$ cat src/rtl/esc_quad_drv.sv
// Four-channel ESC servo PWM driver with frame-synchronous double-buffered speeds
// and a watchdog that drops every motor to minimum pulse when updates stop.
module esc_quad_drv #(
   parameter int PERIOD_BITS = 18,
   parameter int MIN_CLKS    = 50000,
   parameter int SCALE       = 25,
   parameter int WD_PERIODS  = 8
) (
   input  logic        clk,
   input  logic        rst_n,
   input  logic        upd_vld,
   input  logic [10:0] frnt_spd,
   input  logic [10:0] bck_spd,
   input  logic [10:0] lft_spd,
   input  logic [10:0] rght_spd,
   output logic        pwm_frnt,
   output logic        pwm_bck,
   output logic        pwm_lft,
   output logic        pwm_rght,
   output logic        frm_strt,
   output logic        armed,
   output logic        stale
);

   if (MIN_CLKS + 2047 * SCALE >= 2 ** PERIOD_BITS) begin : g_bad_width
      $error("esc_quad_drv: maximum pulse does not fit in one frame");
   end
   if (WD_PERIODS < 1 || WD_PERIODS > 255) begin : g_bad_wd
      $error("esc_quad_drv: WD_PERIODS must be 1..255");
   end

   typedef enum logic [1:0] {DISARM, RUN, FAILSAFE} state_t;

   localparam logic [PERIOD_BITS-1:0] MIN_W   = PERIOD_BITS'(MIN_CLKS);
   localparam logic [PERIOD_BITS-1:0] SCALE_W = PERIOD_BITS'(SCALE);
   localparam logic [7:0]             WD_MAX  = 8'(WD_PERIODS);
   localparam logic [7:0]             WD_LAST = 8'(WD_PERIODS - 1);

   state_t                       state, state_nxt;
   logic [PERIOD_BITS-1:0]       prd_cnt;
   logic [7:0]                   wd_cnt;
   logic [3:0][10:0]             shd;        // 0 frnt, 1 bck, 2 lft, 3 rght
   logic [3:0][PERIOD_BITS-1:0]  act_w;
   logic [3:0][PERIOD_BITS-1:0]  act_w_nxt;
   logic [3:0]                   pwm_q;
   logic                         load;
   logic                         use_spd;

   assign load = &prd_cnt;

   always_comb begin
      state_nxt = state;
      case (state)
         DISARM:   if (upd_vld) state_nxt = RUN;
         RUN:      if (load && !upd_vld && (wd_cnt == WD_LAST)) state_nxt = FAILSAFE;
         FAILSAFE: if (upd_vld) state_nxt = RUN;
         default:  state_nxt = DISARM;
      endcase
   end

   // A timeout on the load edge already forces minimum widths for the coming frame.
   assign use_spd = (state == RUN) && (state_nxt == RUN);

   always_comb begin
      act_w_nxt = '0;
      for (int i = 0; i < 4; i++) begin
         act_w_nxt[i] = use_spd ? (MIN_W + PERIOD_BITS'(shd[i]) * SCALE_W) : MIN_W;
      end
   end

   always_ff @(posedge clk or negedge rst_n) begin
      if (!rst_n) begin
         state    <= DISARM;
         prd_cnt  <= '0;
         wd_cnt   <= '0;
         shd      <= '0;
         act_w    <= {4{MIN_W}};
         pwm_q    <= '0;
         frm_strt <= 1'b0;
         armed    <= 1'b0;
         stale    <= 1'b0;
      end else begin
         state    <= state_nxt;
         prd_cnt  <= prd_cnt + 1'b1;
         frm_strt <= (prd_cnt == '0);
         armed    <= (state == RUN);
         stale    <= (state == FAILSAFE);
         for (int i = 0; i < 4; i++) begin
            pwm_q[i] <= (prd_cnt < act_w[i]);
         end
         if (upd_vld) begin
            shd <= {rght_spd, lft_spd, bck_spd, frnt_spd};
         end
         // Active widths read the shadow value from before any same-edge update.
         if (load) begin
            act_w <= act_w_nxt;
         end
         if (upd_vld) begin
            wd_cnt <= '0;
         end else if (load && (wd_cnt != WD_MAX)) begin
            wd_cnt <= wd_cnt + 8'd1;
         end
      end
   end

   assign pwm_frnt = pwm_q[0];
   assign pwm_bck  = pwm_q[1];
   assign pwm_lft  = pwm_q[2];
   assign pwm_rght = pwm_q[3];

endmodule
$ cat config.mk
export PLATFORM = sky130hd
export DESIGN_NAME = esc_quad_drv
export DESIGN_NICKNAME = d
export VERILOG_FILES = /design/src/rtl/esc_quad_drv.sv
export SDC_FILE = /design/constraint.sdc
export NUM_CORES = 1
export LEC_CHECK = 0
export CELL_PAD_IN_SITES_DETAIL_PLACEMENT = 1
export CELL_PAD_IN_SITES_GLOBAL_PLACEMENT = 2
export CORE_ASPECT_RATIO = 1.2
export CORE_MARGIN = 1
export CORE_UTILIZATION = 37
export CTS_BUF_LIST = sky130_fd_sc_hd__clkbuf_2
export CTS_CLUSTER_SIZE = 24
export DETAILED_ROUTE_END_ITERATION = 8
export PLACE_DENSITY = 0.75
export SLEW_MARGIN = 25
export SYNTH_ARGS = -nofsm -noshare
export SYNTH_HDL_FRONTEND = slang
export SYNTH_SLANG_ARGS = --single-unit
export TNS_END_PERCENT = 30
$ cat constraint.sdc
create_clock -name clk -period 3.2 [get_ports clk]
set_input_delay 0.48 -clock clk [delete_from_list [all_inputs] [get_ports clk]]
set_output_delay 0.48 -clock clk [all_outputs]
set_load 0.05 [all_outputs]
# Word-level counts from Yosys, hierarchy flattened
# Cells that the tools add are included.
# op_classes
add_sub_neg,6
n_mul,4
magnitude_cmp,4
n_eq_ne,5
mux,9
reduce_logical,10
# ops
op,count
18-bit less-than comparator,4
"16-bit by 16-bit adder with 17-bit output, first input constant",4
17-bit two-way mux,4
"11-bit by 5-bit multiplier with 16-bit output, second input constant",4
"18-bit by 1-bit adder with 18-bit output, second input constant",1
18-bit logical NOT,1
18-bit AND reduction,1
8-bit two-way mux,2
"8-bit by 1-bit adder with 8-bit output, second input constant",1
"8-bit by 3-bit == test with 1-bit output, second input constant",1
"8-bit by 4-bit != test with 1-bit output, second input constant",1
"2-bit by 1-bit == test with 1-bit output, second input constant",2
1-bit logical AND,4
2-bit two-way mux,2
2-bit case mux with 2 select lines,1
"2-bit == test, second input constant",1
2-bit logical NOT,1
2-bit nonzero test,1
2-bit OR reduction,1
1-bit logical NOT,1
# word_totals
reg_bits,151
output_inout_bits,7

# Longest topological paths before layout
# depth
depth_word,8
mapped_depth,14
mapped_depth_nobuf,14

# Worst setup path after synthesis
# Ideal clock, no wire load.
# synth_path
path_kind,flip-flop to flip-flop
startpoint,register shd[27] in the netlist's numbering
endpoint,register act_w[52] in the netlist's numbering
setup_ns,0.122
arrival_time_ns,2.928
required_ns,3.078
setup_slack_ns,0.151
stages_incl_launch_ff,13
n_path_buf,0
cell_sequence,dfrtp_1 > inv_1 > ha_1 > inv_1 > fa_1 > ha_1 > ha_1 > o211ai_1 > o21ai_0 > o2111ai_1 > a311oi_1 > xnor2_1 > a32o_1
# synth_between
elab_chain_len,3
# synth_rtl
element,line_no,text
from (decl),42,logic [3:0][10:0] shd;
from (signal assigned),92,"shd <= {rght_spd, lft_spd, bck_spd, frnt_spd};"
11-bit by 5-bit multiplier with 16-bit output,67,act_w_nxt[i] = use_spd ? (MIN_W + PERIOD_BITS'(shd[i]) * SCALE_W) : MIN_W;
16-bit by 16-bit adder with 17-bit output,67,
17-bit two-way mux,67,
to (signal assigned),77,act_w <= {4{MIN_W}};
to (signal assigned),96,act_w <= act_w_nxt;
to (decl),43,logic [3:0][PERIOD_BITS-1:0] act_w;
# Every way passes these cells.
# A chain may end at the register's enable or synchronous reset.

# Worst setup path in the final report
# layout_path
startpoint,register shd[35] in the netlist's numbering
endpoint,register act_w[65] in the netlist's numbering
# The elaborated chain is that of the path after synthesis.

==> qor.yml <==
global_routing:
  grtUsageTotal_pct: 18.56
  grt_pass1_wl_mm: 44.99
  grt-ovfl-total: 0
  grt_max_degree: 79
  first_global_vias: 9030
  antenna_found_initial: 1
cells_and_area:
  area_growth_pct: 18.97
  multi_input_area_um2: 7048
  fillerInstances: 3378
  nets: 1551
  drive_gt1_share_pct: 16.15
  fin_area_um2: 13170
  seqCellArea_um2: 3711
floorplan:
  start_util_pct: 37.50
  ios: 54
  die_h_um: 191.5
  rows: 69
  core_area_um2: 29530
  die_area_um2: 30630
  die_w_um: 159.9
synth:
  ys_seq_area_share_pct: 33.49
  yosysMostFrequentCell: "ha_1"
  synth_area_leaders: "dfrtp_1 (28%), ha_1 (25%), dfstp_2 (5.7%), inv_1 (5.4%), o21ai_0 (5.3%)"
  synth_area_um2: 11070
  yosys_warnings: 0
  synthCells: 1148
  yosysTopAreaCell: "dfrtp_1"
  ys_types: 53
  synth_commonest_cells: "ha_1 (220), inv_1 (160), dfrtp_1 (123), o21ai_0 (118), nand2_1 (67)"
  syn_avg_cell_area_um2: 9.646
  yosysTopAreaCellShare_pct: 27.80
  synth_fp_nets: 1443
  synth_edf_count: 0
  async_flop_share_pct: 100.0
  ys.flop_type: "dfrtp_1"
  synth-seq-cells: 147
power_and_ir_drop:
  power_density_nw_per_um2: 486.1
  vdd_drop_max_v: 0.0002456
  power.leakage_uw: 0.006717
placed_design:
  post-dp-hpwl_mm: 20.26
  port_buffers: 53
  gp_congestion: 0.7688
  dp_slack_ns: -0.03940
  post_dp_cell_area_um2: 12410
detailed_routing:
  drt-vias-per-instance: 5.183
  drt_iter0_markers: 207
  drtAntennaViolNets: 0
  drc: 0
  num_vias: 8604
  wl_per_cell_um: 16.44
  firstDrtPassIters: 4
  wl_mm: 27.29
clock_network:
  tritoncts: "built"
  cts.path.max_buffers: 2
  insertion_delay_ns: 0.82
  numCtsBuffers: 17
  clock_sinks: 147
  htreeDepth: 4
  path_clk_slew_ns: 0.29
  cts-root-buf: "clkbuf_2"
sta:
  relSlewSlack_pct: 47.17
  finClkSkew_ns: 0.05005
  worstMarginPinSlew_ns: 0.7924
  period_needed_ns: 3.122
  setup_viol: 0
  fin_crit_sh_pct: 97.56
  setup_ws_ns: 0.07821
  max_freq_mhz: 320.3
  fin_hold_ws_ns: 0.1507
  rsz0062_at_grt: "yes"
  slew_violations: 0
  finalSetupTns_ns: 0
  finalHoldViolCount: 0
critical_path:
  cp-start-kind: "flip-flop"
  max_stage_delay_ns: 0.48
  slowest_stage: "dfrtp_1"
  path_delay_family: "adder cells"
  crit_type: "flip-flop to flip-flop"
  critPathArrivalTime_ns: 3.83
  end_kind: "flip-flop"
  path_max_fanout: 3
  worst-path-buf-inv: 3
  worstPathRequired_ns: 3.90
  path_cells: "buf_6 > ha_4 > fa_1 > ha_1 > ha_2 > inv_2 > fa_2 > nand2b_4 > a21oi_2 > buf_4 > o21ai_2 > nand2b_1 > xnor2_2 > o31ai_1"
hold_path:
  hold_path_class: "input pin to flip-flop"
status:
  outcome: "finished clean"
job:
  cap_violations: 0
metal layers:
layer / share of wire [%] / up-vias / track usage, %
met4: 1.5 / 0 / 5.092
met2: 52 / 57 / 33.66
li1: - / 4216 / -
met5: 0 / - / 0
met3: 1.4 / 31 / 2.669
met1: 45 / 4300 / 22.81
through the flow:
stage / cells / total power, uW / utilization [%]
floorplan: 1148 / 3904 / -
global placement: 1612 / 4714 / 42.02
detailed placement: 1612 / 4758 / 42.02
CTS: 1646 / 5996 / 42.93
global route: 1660 / 6933 / 44.62
finish: 1660 / 6404 / 44.62
timing repair:
| action | CTS | global route |
|---|---|---|
| hold endpoints to repair | 61 | 0 |
| setup endpoints to repair | 6 | 25 |
| setup buffers | 1 | 13 |
| gates cloned | 0 | 0 |
| gates resized for setup | 5 | 74 |
| pin swaps | 0 | 30 |
| hold buffers | 1 | 0 |
report_power, final:
part           switching [uW]  internal, uW  leakage, uW
logic                    1680          1570      0.00494
clock network             851           320     0.000145
registers                59.1          1920      0.00163
total                    2590          3810      0.00672
layout by cell type (no fill, tap or decap), types with 24 or more instances in the layout:
cell type / instances
a21o_1: 26
a21oi_1: 48
buf_4: 62
clkdlybuf4s50_1: 51
dfrtp_1: 121
dfstp_2: 24
fa_1: 25
ha_1: 197
inv_1: 155
nand2_1: 67
nand3_1: 34
nor2_1: 50
o21ai_0: 102
xnor2_1: 36
cell type report:
type,instances,share of cell area (%)
diodes,1,0.01900
clock buffers,17,0.6458
clock inverters,15,1.254
inverters,160,4.559
multi-input cells,810,53.50
flip-flops and latches,147,28.17
well taps,390,3.704
repair buffers,120,8.149
kinds of logic (layout without fill, tap and decap cells):
family / Yosys count / in the layout / synth area share, %
AND/OR/NAND/NOR: 227 / 227 / 9.977
XOR/XNOR: 53 / 53 / 4.192
AO/OA/AOI/OAI: 269 / 269 / 14.62
multiplexers: 13 / 13 / 1.311
other: 0 / 1 / 0
flip-flops: 147 / 147 / 33.49
adder cells (fa/ha/maj): 248 / 248 / 29.92
buffers and inverters: 191 / 312 / 6.486
state kept, by name, indices dropped and copies added, names as in the netlist:
| register | count |
|---|---|
| wd_cnt | 8 |
| pwm_q | 4 |
| armed | 1 |
| stale | 1 |
| act_w | 68 |
| frm_strt | 1 |
| state | 2 |
| shd | 44 |
| prd_cnt | 18 |
worst reg2reg max path, stage by stage (launching register included):
cell and delay, ns:
dfrtp_1 0.48, buf_6 0.14, ha_4 0.21, fa_1 0.47, ha_1 0.29, ha_2 0.19, inv_2 0.04, fa_2 0.34
nand2b_4 0.16, a21oi_2 0.14, buf_4 0.13, o21ai_2 0.05, nand2b_1 0.11, xnor2_2 0.08, o31ai_1 0.22
path summary, 6_finish.rpt:
check	from	slack [ns]	to	cells past startpoint
max reg2reg	shd[35]$_DFFE_PN0P_	0.08	act_w[65]$_DFFE_PN0P_	14
min reg2reg	state[0]$_DFF_PN0_	0.49	stale$_DFF_PN0_	1
max	shd[35]$_DFFE_PN0P_	0.08	act_w[65]$_DFFE_PN0P_	14
min	upd_vld	0.15	state[0]$_DFF_PN0_	5
min in group asynchronous	rst_n	0.25	frm_strt$_DFF_PN0_	2
max in group asynchronous	rst_n	2.07	act_w[51]$_DFFE_PN1P_	3
(Power assumes the default switching activity.)
